==> config.mk <==
export PLATFORM = sky130hd
export DESIGN_NAME = pulse_seq
export DESIGN_NICKNAME = d
export VERILOG_FILES = /design/src/rtl/pulse_seq_pkg.sv /design/src/rtl/pulse_seq_fifo.sv /design/src/rtl/pulse_seq.sv
export SDC_FILE = /design/constraint.sdc
export NUM_CORES = 1
export LEC_CHECK = 0
export ABC_AREA = 1
export CAP_MARGIN = 20
export CORE_ASPECT_RATIO = 0.8
export CORE_MARGIN = 2
export CORE_UTILIZATION = 45
export DETAILED_ROUTE_END_ITERATION = 8
export PLACE_DENSITY = 0.72
export SYNTH_ARGS = -nofsm -noshare
export SYNTH_HDL_FRONTEND = slang
export SYNTH_HIERARCHICAL = 1
export SYNTH_SLANG_ARGS = --single-unit
==> constraint.sdc <==
create_clock -name io_clk -period 9.2 [get_ports io_clk]
set_input_delay 0.92 -clock io_clk [delete_from_list [all_inputs] [get_ports io_clk]]
set_output_delay 0.92 -clock io_clk [all_outputs]
set_load 0.005 [all_outputs]
==> src/rtl/pulse_seq_pkg.sv <==
`default_nettype none
// ============================================================================
// Module   : pulse_seq_pkg
// Purpose  : Shared definitions for the pulse_seq sequencer. Holds the FSM
//            state encoding and the layout of a packed pulse descriptor.
//            Descriptor layout for a field width of W bits:
//              [0]          default level
//              [W:1]        trailing gap (cycles)
//              [2W:W+1]     pulse width (cycles)
//            Total descriptor width is 2*W+1 bits.
// Revision : 1.0 - initial release
// ============================================================================
package pulse_seq_pkg;

  typedef enum logic [1:0] {
    S_IDLE      = 2'd0,
    S_FIRE      = 2'd1,
    S_WAIT_DONE = 2'd2,
    S_GAP       = 2'd3
  } state_e;

  localparam int unsigned DESC_LEVEL_OFS = 0;
  localparam int unsigned DESC_GAP_OFS   = 1;

  // Bit offset of the pulse-width field for a given field width.
  function automatic int unsigned desc_width_ofs(input int unsigned ram_width);
    return ram_width + 1;
  endfunction

  // Total packed descriptor width for a given field width.
  function automatic int unsigned desc_total_width(input int unsigned ram_width);
    return 2 * ram_width + 1;
  endfunction

endpackage
`default_nettype wire

==> src/rtl/pulse_seq_fifo.sv <==
`default_nettype none
// ============================================================================
// Module   : pulse_seq_fifo
// Purpose  : Synchronous descriptor FIFO for pulse_seq. Registered full,
//            empty and occupancy flags. A push while full is accepted only
//            when a pop happens in the same cycle. flush_i empties the FIFO
//            and overrides push/pop.
// Ports    : clk_i    - clock
//            rst_ni   - asynchronous active-low reset
//            flush_i  - discard all entries
//            push_i   - write wdata_i (dropped when full and not popping)
//            wdata_i  - descriptor to write
//            pop_i    - remove head entry (ignored when empty)
//            rdata_o  - current head entry
//            full_o   - DEPTH entries held
//            empty_o  - no entries held
//            count_o  - occupancy
// Revision : 1.0 - initial release
// ============================================================================
module pulse_seq_fifo
  import pulse_seq_pkg::*;
#(
  parameter int unsigned WIDTH = desc_total_width(32),
  parameter int unsigned DEPTH = 8
) (
  input  logic                     clk_i,
  input  logic                     rst_ni,
  input  logic                     flush_i,
  input  logic                     push_i,
  input  logic [WIDTH-1:0]         wdata_i,
  input  logic                     pop_i,
  output logic [WIDTH-1:0]         rdata_o,
  output logic                     full_o,
  output logic                     empty_o,
  output logic [$clog2(DEPTH):0]   count_o
);

  localparam int unsigned AW = $clog2(DEPTH);
  localparam int unsigned CW = AW + 1;

  logic [WIDTH-1:0] mem_q [DEPTH];
  logic [AW-1:0]    wr_ptr_q, rd_ptr_q;
  logic [CW-1:0]    count_q, count_d;
  logic             full_q, empty_q;
  logic             pop_ok, push_ok;

  assign pop_ok  = pop_i & ~empty_q;
  // A full FIFO still accepts a write when the head leaves in the same cycle.
  assign push_ok = push_i & (~full_q | pop_ok);

  always_comb begin
    count_d = count_q;
    unique case ({push_ok, pop_ok})
      2'b10:   count_d = count_q + CW'(1);
      2'b01:   count_d = count_q - CW'(1);
      default: count_d = count_q;
    endcase
  end

  always_ff @(posedge clk_i or negedge rst_ni) begin
    if (!rst_ni) begin
      wr_ptr_q <= '0;
      rd_ptr_q <= '0;
      count_q  <= '0;
      full_q   <= 1'b0;
      empty_q  <= 1'b1;
    end else if (flush_i) begin
      wr_ptr_q <= '0;
      rd_ptr_q <= '0;
      count_q  <= '0;
      full_q   <= 1'b0;
      empty_q  <= 1'b1;
    end else begin
      if (push_ok) wr_ptr_q <= wr_ptr_q + AW'(1);
      if (pop_ok)  rd_ptr_q <= rd_ptr_q + AW'(1);
      count_q <= count_d;
      full_q  <= (count_d == CW'(DEPTH));
      empty_q <= (count_d == '0);
    end
  end

  // Storage needs no reset: entries are only read while counted as valid.
  always_ff @(posedge clk_i) begin
    if (push_ok && !flush_i) mem_q[wr_ptr_q] <= wdata_i;
  end

  assign rdata_o = mem_q[rd_ptr_q];
  assign full_o  = full_q;
  assign empty_o = empty_q;
  assign count_o = count_q;

endmodule
`default_nettype wire

==> src/rtl/pulse_seq.sv <==
`default_nettype none
// ============================================================================
// Module   : pulse_seq
// Purpose  : Programmable pulse-train sequencer in front of sigpulse.
//            Descriptors {width, gap, level} are queued in a FIFO; on start
//            each one fires a sigpulse strobe, waits for the completion
//            strobe, then idles for the programmed gap before the next.
// Config   : `define PULSE_SEQ_TIMEOUT_EN adds the TIMEOUT_MARGIN parameter,
//            a completion watchdog and the sticky timeout_err output.
// Ports    : io_clk / io_rst_n     - clock, async active-low reset
//            wr_en/wr_width/wr_gap/wr_level - descriptor push
//            start / abort         - playback control strobes
//            fifo_full/empty/count - FIFO status
//            wr_ovf                - sticky dropped-write flag
//            busy / seq_done       - sequencer status
//            sp_en, sp_pulseWidth, sp_defaultLevel, sp_dis - to sigpulse
//            sp_pulse_valid        - sigpulse completion strobe
//            timeout_err           - sticky watchdog flag (option only)
// Revision : 1.0 - initial release
// ============================================================================
module pulse_seq
  import pulse_seq_pkg::*;
#(
  parameter int unsigned _RAM_WIDTH = 32,
  parameter int unsigned DEPTH      = 8
`ifdef PULSE_SEQ_TIMEOUT_EN
  ,
  parameter int unsigned TIMEOUT_MARGIN = 16
`endif
) (
  input  logic                    io_clk,
  input  logic                    io_rst_n,
  input  logic                    wr_en,
  input  logic [_RAM_WIDTH-1:0]   wr_width,
  input  logic [_RAM_WIDTH-1:0]   wr_gap,
  input  logic                    wr_level,
  input  logic                    start,
  input  logic                    abort,
  output logic                    fifo_full,
  output logic                    fifo_empty,
  output logic [$clog2(DEPTH):0]  fifo_count,
  output logic                    wr_ovf,
  output logic                    busy,
  output logic                    seq_done,
  output logic                    sp_en,
  output logic [_RAM_WIDTH-1:0]   sp_pulseWidth,
  output logic                    sp_defaultLevel,
  output logic                    sp_dis,
`ifdef PULSE_SEQ_TIMEOUT_EN
  output logic                    timeout_err,
`endif
  input  logic                    sp_pulse_valid
);

  localparam int unsigned RW      = _RAM_WIDTH;
  localparam int unsigned DW      = desc_total_width(RW);
  localparam int unsigned WID_OFS = desc_width_ofs(RW);
  localparam logic [RW-1:0] G_ONE = RW'(1);

  // ---------------------------------------------------------------- FIFO
  logic          push, pop, flush;
  logic [DW-1:0] fifo_wdata, fifo_rdata;
  logic [RW-1:0] head_width, head_gap;
  logic          head_level;

  assign push       = wr_en & ~abort;
  assign fifo_wdata = {wr_width, wr_gap, wr_level};
  assign head_width = fifo_rdata[WID_OFS +: RW];
  assign head_gap   = fifo_rdata[DESC_GAP_OFS +: RW];
  assign head_level = fifo_rdata[DESC_LEVEL_OFS];

  pulse_seq_fifo #(
    .WIDTH (DW),
    .DEPTH (DEPTH)
  ) u_fifo (
    .clk_i   (io_clk),
    .rst_ni  (io_rst_n),
    .flush_i (flush),
    .push_i  (push),
    .wdata_i (fifo_wdata),
    .pop_i   (pop),
    .rdata_o (fifo_rdata),
    .full_o  (fifo_full),
    .empty_o (fifo_empty),
    .count_o (fifo_count)
  );

  // ---------------------------------------------------------------- FSM
  state_e        state_q, state_d;
  logic          sp_en_q, sp_en_d;
  logic          sp_dis_q, sp_dis_d;
  logic          seq_done_q, seq_done_d;
  logic          busy_q;
  logic          wr_ovf_q, wr_ovf_d;
  logic [RW-1:0] width_q, width_d;
  logic          level_q, level_d;
  logic [RW-1:0] gap_q, gap_d;
  logic [RW-1:0] gcnt_q, gcnt_d;
  logic          advance;

`ifdef PULSE_SEQ_TIMEOUT_EN
  localparam logic [RW:0] WD_ONE   = (RW + 1)'(1);
  localparam logic [RW:0] MARGIN_C = (RW + 1)'(TIMEOUT_MARGIN);
  logic [RW:0] wd_q, wd_d;
  logic        timeout_err_q, timeout_err_d;
`endif

  // A write is only an overflow if it was not absorbed by a same-cycle pop.
  assign wr_ovf_d = wr_ovf_q | (wr_en & ~abort & fifo_full & ~pop);

  always_comb begin
    state_d    = state_q;
    pop        = 1'b0;
    flush      = 1'b0;
    sp_en_d    = 1'b0;
    sp_dis_d   = 1'b0;
    seq_done_d = 1'b0;
    width_d    = width_q;
    level_d    = level_q;
    gap_d      = gap_q;
    gcnt_d     = gcnt_q;
    advance    = 1'b0;
`ifdef PULSE_SEQ_TIMEOUT_EN
    wd_d          = wd_q;
    timeout_err_d = timeout_err_q;
`endif

    if (abort) begin
      state_d  = S_IDLE;
      flush    = 1'b1;
      sp_dis_d = 1'b1;
    end else begin
      unique case (state_q)
        S_IDLE: advance = start;

        S_FIRE: begin
`ifdef PULSE_SEQ_TIMEOUT_EN
          if (wd_q != '0) wd_d = wd_q - WD_ONE;
`endif
          if (width_q != '0) begin
            state_d = S_WAIT_DONE;
          end else if (gap_q != '0) begin
            state_d = S_GAP;
            gcnt_d  = gap_q;
          end else begin
            advance = 1'b1;
          end
        end

        S_WAIT_DONE: begin
          if (sp_pulse_valid) begin
            if (gap_q != '0) begin
              state_d = S_GAP;
              gcnt_d  = gap_q;
            end else begin
              advance = 1'b1;
            end
          end
`ifdef PULSE_SEQ_TIMEOUT_EN
          else if (wd_q <= WD_ONE) begin
            state_d       = S_IDLE;
            flush         = 1'b1;
            sp_dis_d      = 1'b1;
            timeout_err_d = 1'b1;
          end else begin
            wd_d = wd_q - WD_ONE;
          end
`endif
        end

        // Counter is loaded with a non-zero gap, so it stops at 1.
        S_GAP: begin
          if (gcnt_q <= G_ONE) advance = 1'b1;
          else                 gcnt_d  = gcnt_q - G_ONE;
        end

        default: state_d = S_IDLE;
      endcase

      // End of a step: the head is popped and latched while entering FIRE,
      // so sp_en and its qualifiers appear together in the FIRE cycle.
      if (advance) begin
        if (!fifo_empty) begin
          state_d = S_FIRE;
          pop     = 1'b1;
          width_d = head_width;
          level_d = head_level;
          gap_d   = head_gap;
          sp_en_d = (head_width != '0);
`ifdef PULSE_SEQ_TIMEOUT_EN
          wd_d    = {1'b0, head_width} + MARGIN_C;
`endif
        end else begin
          state_d    = S_IDLE;
          seq_done_d = 1'b1;
        end
      end
    end
  end

  always_ff @(posedge io_clk or negedge io_rst_n) begin
    if (!io_rst_n) begin
      state_q    <= S_IDLE;
      sp_en_q    <= 1'b0;
      sp_dis_q   <= 1'b0;
      seq_done_q <= 1'b0;
      busy_q     <= 1'b0;
      wr_ovf_q   <= 1'b0;
      width_q    <= '0;
      level_q    <= 1'b0;
      gap_q      <= '0;
      gcnt_q     <= '0;
    end else begin
      state_q    <= state_d;
      sp_en_q    <= sp_en_d;
      sp_dis_q   <= sp_dis_d;
      seq_done_q <= seq_done_d;
      busy_q     <= (state_d != S_IDLE);
      wr_ovf_q   <= wr_ovf_d;
      width_q    <= width_d;
      level_q    <= level_d;
      gap_q      <= gap_d;
      gcnt_q     <= gcnt_d;
    end
  end

`ifdef PULSE_SEQ_TIMEOUT_EN
  always_ff @(posedge io_clk or negedge io_rst_n) begin
    if (!io_rst_n) begin
      wd_q          <= '0;
      timeout_err_q <= 1'b0;
    end else begin
      wd_q          <= wd_d;
      timeout_err_q <= timeout_err_d;
    end
  end

  assign timeout_err = timeout_err_q;
`endif

  assign wr_ovf          = wr_ovf_q;
  assign busy            = busy_q;
  assign seq_done        = seq_done_q;
  assign sp_en           = sp_en_q;
  assign sp_pulseWidth   = width_q;
  assign sp_defaultLevel = level_q;
  assign sp_dis          = sp_dis_q;

endmodule
`default_nettype wire

**Yosys cells after proc, flatten, opt, wreduce, memory -nomap -nowiden**

Memories as Yosys holds them, arrays and structs flattened.
Cells that the tools add are included.

- Add/subtract/negate cells: 5
- Order comparisons: 1
- Equality and inequality tests: 9
- Multiplexer cells: 38
- Bitwise gates (word level): 11
- Reductions and logical operators: 13

Operators with widths:

| cell | count |
|---|---|
| $mux W32 | 4 |
| $pmux W32 S3 | 1 |
| $reduce_bool A32 Y1 | 3 |
| $le A32 B1 Y1 const B | 1 |
| $sub A32 B1 Y32 const B | 1 |
| $mux W1 | 20 |
| $mux W3 | 4 |
| $mux W2 | 5 |
| $pmux W4 S2 | 1 |
| $add A3 B1 Y3 const B | 2 |
| $eq A2 B2 Y1 const B | 3 |
| $ne A2 B2 Y1 const B | 3 |
| $reduce_bool A2 Y1 | 3 |
| $and A1 B1 Y1 | 5 |
| $reduce_and A5 Y1 | 1 |
| $add A4 B1 Y4 const B | 1 |
| $eq A2 B1 Y1 const B | 2 |
| $eq A4 B4 Y1 const B | 1 |
| $logic_not A4 Y1 | 1 |
| $mux W4 | 1 |
| $not A1 Y1 | 4 |
| $pmux W1 S4 | 1 |
| $pmux W2 S2 | 1 |
| $sub A4 B1 Y4 const B | 1 |
| 6 further kinds | 7 |

- Register bits after elaboration: 116
- Bits in writable memories: 520
- Output and inout port bits: 44
- Logic and storage cells: 93
- Memories: 1

Memory list:

| memory | depth | width | rd ports | clocked after Yosys merged registers in | write ports | line | text |
|---|---|---|---|---|---|---|---|
| u_fifo.mem_q | 8 | 65 | 1 | 0 | 1 | pulse_seq_fifo.sv:41 | `logic [WIDTH-1:0] mem_q [DEPTH];` |

**Logic depth before layout (Yosys ltp)**

Gate-level depths: netlist (run 1).

- Word-level depth: 14
- Depth in mapped cells: 29

**Hierarchy**

The synthesis (run 1) kept the hierarchy.

By module, submodules not included:

| module | times used | cells each | area each (um^2) | seq. area each (um^2) |
|---|---|---|---|---|
| pulse_seq_fifo | 1 | 1,566 | 20,867.5 | 15,916.5 |
| pulse_seq | 1 | 769 | 5,535.3 | 2,602.5 |

**Worst setup path after synthesis (run 1)**

Ideal clock, no wire load.

- Path kind: reg2reg
- From: reg gcnt_q[0]
- To: mem u_fifo/mem_q[6][0] (netlist bit) (enable)
- Arrival: 6.771 ns
- Data required time: 8.632 ns
- Setup slack: 1.860 ns
- Cell stages (with the launch flop): 20
- Buffers on the path: 1
- Clock period less this slack: 7.340 ns
- Cell sequence: dfrtp_1 inv_1 ha_1 nor2_1 nor2_1 nand3_1 nor2_1 nor2_2 nand3_2 nand3_4 inv_4 buf_6 inv_1 nor2_1 inv_1 nand2_1 nand2_1 nor2_1 nand2_1 nor3_1

- Word-level cells in the longest chain between the ends: 12

Ends and longest elaborated chain:

| element | line | text |
|---|---|---|
| start: declaration | pulse_seq.sv:98 | `logic [RW-1:0] gcnt_q, gcnt_d;` |
| start signal: assignment | pulse_seq.sv:223 | `gcnt_q <= gcnt_d;` |
| $le A32 B1 Y1 | pulse_seq.sv:173 | `if (gcnt_q <= G_ONE) advance = 1'b1;` |
| $mux W1 | pulse_seq.sv:173 |  |
| $pmux W1 S4 | pulse_seq.sv:133 | `unique case (state_q)` |
| $mux W1 | pulse_seq.sv:128 | `if (abort) begin` |
| $mux W1 | pulse_seq.sv:182 | `if (advance) begin` |
| $mux W1 | pulse_seq.sv:128 |  |
| via pop | pulse_seq.sv:61 | `logic push, pop, flush;` |
| $and A1 B1 Y1 | pulse_seq_fifo.sv:47 | `assign pop_ok = pop_i & ~empty_q;` |
| $or A1 B1 Y1 | pulse_seq_fifo.sv:49 | `assign push_ok = push_i & (~full_q \| pop_ok);` |
| $and A1 B1 Y1 | pulse_seq_fifo.sv:49 |  |
| $logic_and A1 B1 Y1 | pulse_seq_fifo.sv:84 | `if (push_ok && !flush_i) mem_q[wr_ptr_q] <= wdata_i;` |
| $mux W1 | pulse_seq_fifo.sv:84 |  |
| $mux W1 (not written as such) | pulse_seq_fifo.sv:84 |  |
| end: declaration | pulse_seq_fifo.sv:41 |  |

The timed path passes the listed nets, and every way through them passes these cells. The select of a mux whose other input is x is not followed.

**Worst setup path after layout (run 1)**

- From: reg width_q[21] (netlist: sp_pulseWidth[21])
- To: mem u_fifo/mem_q[4][5] (netlist bit) (enable)

- Word-level cells in the longest chain between the ends: 12

Ends and longest elaborated chain:

| element | line | text |
|---|---|---|
| start: declaration | pulse_seq.sv:95 | `logic [RW-1:0] width_q, width_d;` |
| start signal: assignment | pulse_seq.sv:220 | `width_q <= width_d;` |
| $reduce_bool A32 Y1 | pulse_seq.sv:140 | `if (width_q != '0) begin` |
| $mux W1 | pulse_seq.sv:140 |  |
| $pmux W1 S4 | pulse_seq.sv:133 |  |
| $mux W1 | pulse_seq.sv:128 |  |
| $mux W1 | pulse_seq.sv:182 |  |
| $mux W1 | pulse_seq.sv:128 |  |
| $and A1 B1 Y1 | pulse_seq_fifo.sv:47 |  |
| $or A1 B1 Y1 | pulse_seq_fifo.sv:49 |  |
| $and A1 B1 Y1 | pulse_seq_fifo.sv:49 |  |
| $logic_and A1 B1 Y1 | pulse_seq_fifo.sv:84 |  |
| $mux W1 | pulse_seq_fifo.sv:84 |  |
| $mux W1 (not written as such) | pulse_seq_fifo.sv:84 |  |

No other way between the ends. The select of a mux whose other input is x is not followed.

==> impl_metrics.py, run 1 <==
metrics = {
    "route": {
        "first_pass_iters": 7,
        "antenna_left": 0,
        "first_iter_violations": 1815,
        "drt-vias-per-instance": 5.507,
        "vias": 17800,
        "wl_um": 62910,
        "routedWlPerCell_um": 19.47,
        "drc": 0,
    },
    "floorplanning": {
        "core_area_um2": 58120,
        "pin_count": 115,
        "die_w_um": 274.8,
        "fp.dieH_um": 220.7,
        "fp-row-count": 79,
        "start_util_pct": 45.43,
        "dieArea_um2": 60640,
    },
    "sta": {
        "fmax_ghz": 0.1557,
        "setup_slack_ns": 2.779,
        "finalClockSkew_ns": 0.02094,
        "rsz0062_at_grt": "false",
        "timing_worst_slew_pin_value_ns": 1.101,
        "hold_violations": 0,
        "drv_slew": 0,
        "finalSetupTns_ns": 0,
        "relSlewSlack_pct": 26.62,
        "finalSetupViolCount": 0,
        "min_period_ns": 6.421,
        "fin_crit_sh_pct": 69.80,
    },
    "worst_setup_path": {
        "crit_chain": "nor2_1 -> nand2_1 -> nor2_1 -> nand2_1 -> nor2_2 -> nand3_1 -> nand3_2 -> nand3_4 -> inv_4 -> inv_1 -> nor2_1 -> inv_1 -> nand2_1 -> nand2_1 -> nor2_1 -> nand2_1 -> nor2_4 -> buf_16 -> buf_4",
        "cpPeakStageDelay_ns": 0.93,
        "r2r_start": "sp_pulseWidth[21]$_DFFE_PN0P_",
        "end_kind": "flop",
        "worst-path-stages": 19,
        "crit_top_cell": "nand2_1",
        "cp-start-kind": "flop",
        "critPathBufInv": 5,
        "crit_arrival_ns": 6.69,
        "required_ns": 9.47,
        "r2r_end": "u_fifo/mem_q[4][5]$_DFFE_PP_",
        "rr_worst_depth": 19,
        "crit_fanout": 71,
        "critical-path-top-delay-family": "simple AND/OR/NAND/NOR gates",
        "crit_slowest_cell": "inv_4",
        "crit_type": "reg2reg",
        "critPathLaunch": "sp_pulseWidth[21]$_DFFE_PN0P_",
        "r2r_setup_slack_ns": 2.78,
        "endpoint": "u_fifo/mem_q[4][5]$_DFFE_PP_",
    },
    "min_path": {
        "min_path_type": "in2async",
    },
    "logic_synthesis": {
        "synth-async-reset-ratio_pct": 18.24,
        "ys.warnings.count": 6,
        "ys_seq_elements": 636,
        "syn_nets": 2417,
        "synth_cell_types": 32,
        "ys_seq_area_share_pct": 70.14,
        "synth.area.top_cells": "edfxtp_1 (59%), dfrtp_1 (11%), nand2_1 (7.9%), nor2_1 (7.3%), o32ai_1 (4.3%)",
        "yosys.area.top_type": "edfxtp_1",
        "netlist_top_cells_count": "nand2_1 (555), edfxtp_1 (520), nor2_1 (515)",
        "syn_area_um2": 26400,
        "syn-mean-instance-area_um2": 11.31,
        "synth_edf_count": 520,
        "synth_top_area_share_pct": 59.14,
        "yosys_most_used_dff": "edfxtp_1",
        "synthCells": 2335,
        "yosysMostFrequentCell": "nand2_1",
    },
    "clock_tree": {
        "postCtsSetupRepairBufs": 0,
        "numCtsBuffers": 59,
        "root_buffer": "clkbuf_16",
        "cts_tree": "done",
        "hold_buffers": 0,
        "htree_levels": 2,
        "cts.sinks": 636,
        "clk_latency_ns": 0.64,
        "cts.path.max_buffers": 3,
        "cts_resized": 0,
        "path_clk_slew_ns": 0.07,
    },
    "global_route": {
        "antenna_found_initial": 3,
        "grt_pass1_wl_um": 97360,
        "grt_max_degree": 195,
        "grt-ovfl-total": 0,
        "grt.total_usage_pct": 20.77,
        "first_global_vias": 17310,
    },
    "layout": {
        "fillCellCount": 4923,
        "areaGrowthSynthToFinish_pct": 14.15,
        "regArea_um2": 18530,
        "nets": 2491,
        "drive_gt1_share_pct": 6.138,
        "fin_cells": 3232,
        "multi_input_area_um2": 6953,
    },
    "pwr": {
        "ir_drop_v": 0.0001570,
        "cellPowerDensity_nw_per_um2": 242.6,
        "p_leak_nw": 11.12,
    },
    "placement": {
        "dp_cells": 3114,
        "place_ws_ns": 2.614,
        "globalplace.congestion": 0.8265,
        "port_buffers": 114,
        "place_hpwl_um": 36200,
    },
    "flow_run": {
        "maxCapViolCount": 0,
    },
    "outcome": {
        "status": "complete, no violations",
    },
}
stage by stage:
stage | hold WS [ns] | total power [mW] | util, % | cell area [um2]
after detailed placement | 0.4697 | 4.885 | 48.30 | 28070
final | 0.1901 | 7.312 | 51.86 | 30140
after floorplan | 0.4488 | 4.378 | - | 26400
after CTS | 0.1836 | 7.346 | 51.70 | 30050
after global placement | 0.4646 | 4.854 | 48.20 | 28020
after global routing | 0.2059 | 7.659 | 51.84 | 30130
worst reg2reg max path, stage by stage (launching register included):
cell	delay (ns)
dfrtp_1	0.41
nor2_1	0.11
nand2_1	0.06
nor2_1	0.25
nand2_1	0.12
nor2_2	0.42
nand3_1	0.16
nand3_2	0.13
nand3_4	0.64
inv_4	0.98
inv_1	0.12
nor2_1	0.28
inv_1	0.14
nand2_1	0.11
nand2_1	0.12
nor2_1	0.25
nand2_1	0.30
nor2_4	0.67
buf_16	0.24
buf_4	0.52
state kept, by name (all words and copies together) (netlist names):
register / cells
seq_done: 1
sp_en: 1
u_fifo/empty_o: 1
busy: 1
u_fifo/wr_ptr_q: 3
gcnt_q: 32
state_q: 2
sp_dis: 1
wr_ovf: 1
u_fifo/mem_q: 520
gap_q: 32
u_fifo/full_o: 1
u_fifo/count_o: 4
u_fifo/rd_ptr_q: 3
sp_defaultLevel: 1
sp_pulseWidth: 32
cell families after synthesis:
group / count (synthesis) / share of synthesized area, %
and+or+nand+nor: 1136 / 16.66
DFF: 636 / 70.14
AOI/OAI and AO/OA: 334 / 8.208
buffers and inverters: 196 / 3.734
xor gates and xnor gates: 21 / 0.6966
adders and majority gates: 11 / 0.5213
muxes: 1 / 0.03791
power by group:
part / internal, mW / switching (mW) / total (mW)
Sequential: 3.34 / 0.199 / 3.54
Clock: 1.39 / 1.08 / 2.47
Combinational: 0.501 / 0.805 / 1.31
Total: 5.23 / 2.08 / 7.31
worst min-delay path by stage:
stage / startpoint / to / slack [ns]
after floorplan: gap_q[16]$_DFFE_PN0P_ / gap_q[16]$_DFFE_PN0P_ / 0.45
after CTS: io_rst_n / gcnt_q[20]$_DFFE_PN0P_ / 0.18
after detailed placement: gap_q[17]$_DFFE_PN0P_ / gap_q[17]$_DFFE_PN0P_ / 0.47
after global placement: gap_q[16]$_DFFE_PN0P_ / gap_q[16]$_DFFE_PN0P_ / 0.46
final: io_rst_n / gcnt_q[24]$_DFFE_PN0P_ / 0.19
after global routing: io_rst_n / gcnt_q[18]$_DFFE_PN0P_ / 0.21
area by class of cell:
| class | count | share of cell area, % |
|---|---|---|
| clock buffers | 77 | 5.492 |
| repair buffers | 138 | 4.762 |
| diodes | 3 | 0.02491 |
| multi-input cells | 1503 | 23.07 |
| well taps | 769 | 3.192 |
| clock inverters | 35 | 1.067 |
| inverters | 71 | 0.9175 |
| flip-flops and latches | 636 | 61.47 |
cell usage in the layout (no fill, tap or decap), drive strengths merged, types with 16 or more instances in the layout:
master         synthesis  final
buf                   75     25
clkbuf                50     77
clkdlybuf4s50          0    113
clkinv                 0     24
dfrtp                115    115
edfxtp               520    520
inv                   71     73
nand2                555    555
nand3                 39     39
nor2                 521    521
o21ai                188    188
o32ai                130    130
xor2                  16     16
per-layer routing:
layer | vias up | share of wire [%] | GRT usage, %
met4 | 2 | 2.6 | 6.955
met2 | 615 | 46 | 33.28
li1 | 8257 | - | -
met1 | 8830 | 44 | 28.44
met3 | 96 | 7.6 | 4.362
met5 | - | 0.021 | 0
Power figures use the tool's default switching activity.
==> inputs of run 2 (changes only) <==
--- a/config.mk
+++ b/config.mk
@@ -11,7 +11,7 @@
 export CORE_MARGIN = 2
 export CORE_UTILIZATION = 45
 export DETAILED_ROUTE_END_ITERATION = 8
-export PLACE_DENSITY = 0.72
+export PLACE_DENSITY = 0.75
 export SYNTH_ARGS = -nofsm -noshare
 export SYNTH_HDL_FRONTEND = slang
 export SYNTH_HIERARCHICAL = 1
==> constraint.sdc (replaced) <==
create_clock -name io_clk -period 5.5 [get_ports io_clk]
set_input_delay 0.55 -clock io_clk [delete_from_list [all_inputs] [get_ports io_clk]]
set_output_delay 0.55 -clock io_clk [all_outputs]
set_load 0.005 [all_outputs]
==> impl_metrics.py, run 2 (synthesized netlist as in run 1, its figures left out) <==
metrics = {
    "global_route": {
        "first_global_vias": 17070,
        "antenna_found_initial": 2,
        "grt_pass1_wl_um": 97480,
        "grt.total_usage_pct": 20.64,
        "grt-ovfl-total": 0,
        "grt_max_degree": 121,
    },
    "flow_run": {
        "maxCapViolCount": 0,
    },
    "floorplanning": {
        "dieArea_um2": 60640,
        "pin_count": 115,
        "core_area_um2": 58120,
        "die_w_um": 274.8,
        "fp.dieH_um": 220.7,
        "fp-row-count": 79,
        "start_util_pct": 45.43,
    },
    "layout": {
        "mostFrequentLayoutCell": "nand2_1",
        "largest_reg_flops": 520,
        "fin_cells": 3239,
        "final_util_pct": 51.74,
        "nets": 2500,
        "regArea_um2": 18530,
        "drive_gt1_share_pct": 6.118,
        "regMostFlops": "u_fifo/mem_q",
        "multi_input_area_um2": 6965,
        "areaGrowthSynthToFinish_pct": 13.90,
        "final_cell_mix": "nand2_1 (555), edfxtp_1 (520), nor2_1 (509), o21ai_0 (164), o32ai_1 (130)",
        "fillCellCount": 4808,
    },
    "sta": {
        "drv_slew": 0,
        "min_period_ns": 4.381,
        "rsz0062_at_grt": "false",
        "hold_violations": 0,
        "whs_ns": 0.4785,
        "fin_crit_sh_pct": 79.65,
        "finalSetupViolCount": 0,
        "finalClockSkew_ns": 0.02791,
        "fmax_ghz": 0.2283,
        "timing_worst_slew_pin_value_ns": 0.9275,
        "relSlewSlack_pct": 38.17,
    },
    "route": {
        "drc": 0,
        "drt-vias-per-instance": 5.550,
        "first_pass_iters": 7,
        "vias": 17980,
        "first_iter_violations": 2021,
        "antenna_left": 0,
        "routedWlPerCell_um": 19.47,
        "wl_um": 63070,
    },
    "worst_setup_path": {
        "cp-start-kind": "flop",
        "r2r_setup_slack_ns": 1.12,
        "crit_fanout": 56,
        "end_kind": "flop",
        "crit_arrival_ns": 4.63,
        "crit_type": "reg2reg",
        "required_ns": 5.75,
        "r2r_start": "state_q[0]$_DFF_PN0_",
        "rr_worst_depth": 19,
        "endpoint": "u_fifo/mem_q[6][21]$_DFFE_PP_",
        "r2r_end": "u_fifo/mem_q[6][21]$_DFFE_PP_",
        "critPathLaunch": "state_q[0]$_DFF_PN0_",
    },
    "pwr": {
        "power_frac_clock_pct": 33.2,
        "switching_share_pct": 28.33,
        "power.switching_mw": 3.429,
        "pwr-share-comb_pct": 18.1,
        "p_leak_nw": 11.13,
        "ir_drop_v": 0.0002742,
        "intPower_mw": 8.676,
        "cellPowerDensity_nw_per_um2": 402.5,
        "power_frac_seq_pct": 48.7,
    },
    "clock_tree": {
        "cts.sinks": 636,
        "cts.path.max_buffers": 3,
        "numCtsBuffers": 60,
        "postCtsSetupRepairBufs": 0,
        "path_clk_slew_ns": 0.06,
        "htree_levels": 2,
        "cts_tree": "done",
        "root_buffer": "clkbuf_16",
        "clk_latency_ns": 0.62,
    },
    "min_path": {
        "min_path_type": "reg2reg",
        "hold_start": "wr_ovf$_DFF_PN0_",
    },
    "placement": {
        "globalplace.congestion": 0.8827,
        "port_buffers": 114,
        "place_hpwl_um": 37090,
        "dp_cells": 3123,
    },
    "outcome": {
        "status": "complete, no violations",
    },
}
## run 2: power by group through the flow
stage          clock network [mW]  logic [mW]  registers (mW)
2_1_floorplan                   0        1.40            5.92
3_3_place_gp                    0        2.13            5.97
3_5_place_dp                    0        2.15            6.00
4_1_cts                      4.07        2.17            5.91
5_1_grt                      4.25        2.46            5.94
6_report                     4.02        2.19            5.89
## run 2: metal layers
layer | GRT usage (%) | part of all wire (%) | vias to the layer above
met4 | 5.532 | 2.1 | 0
met5 | 0 | 0 | -
met2 | 32.11 | 46 | 740
met3 | 2.941 | 7.3 | 89
met1 | 30.59 | 45 | 8860
li1 | - | - | 8289
## run 2: worst min path at each step
| stage | cells after the start | slack [ns] | end |
|---|---|---|---|
| 4_1_cts | 2 | 0.48 | gap_q[17]$_DFFE_PN0P_ |
| 3_5_place_dp | 1 | 0.47 | wr_ovf$_DFF_PN0_ |
| 3_3_place_gp | 2 | 0.46 | gap_q[17]$_DFFE_PN0P_ |
| 6_report | 1 | 0.48 | wr_ovf$_DFF_PN0_ |
| 5_1_grt | 1 | 0.50 | wr_ovf$_DFF_PN0_ |
| 2_1_floorplan | 0 | 0.25 | busy$_DFF_PN0_ |
## run 2: worst max-delay path, stage by stage, from the launching register on
cell and delay [ns]:
dfrtp_1 0.43, ha_1 0.17, buf_4 0.33, nand3_1 0.14
nor2_1 0.13, nand3_1 0.08, nor2_1 0.15, nor2_2 0.08
nand3_2 0.11, nand3_4 0.08, inv_4 0.06, inv_1 0.03
nor2_1 0.24, inv_1 0.13, nand2_1 0.11, nand2_1 0.12
nor2_1 0.30, nand2_1 0.32, nor3_4 0.52, buf_12 0.42
## run 2: metrics by stage
| stage | cell area (um2) | setup slack (ns) | TNS, ns | total power, mW |
|---|---|---|---|---|
| after floorplan | 26410 | -0.07901 | -28.45 | 7.323 |
| after global placement | 28120 | 1.409 | 0 | 8.097 |
| after detailed placement | 28120 | 1.152 | 0 | 8.157 |
| after CTS | 30040 | 1.130 | 0 | 12.15 |
| after global routing | 30070 | 0.8281 | 0 | 12.66 |
| final | 30070 | 1.119 | 0 | 12.11 |
## run 2: timing repair
action,4_1_cts,5_1_grt
resized for setup,0,0
hold buffers,1,0
endpoints found under the hold margin,58,0
## run 2: layout make-up
cell class | instances | share of cell area, %
clock inverters | 39 | 1.053
repair buffers | 146 | 4.755
multi-input cells | 1503 | 23.16
clock buffers | 73 | 5.288
well taps | 769 | 3.199
inverters | 71 | 0.9195
flip-flops and latches | 636 | 61.61
diodes | 2 | 0.01664
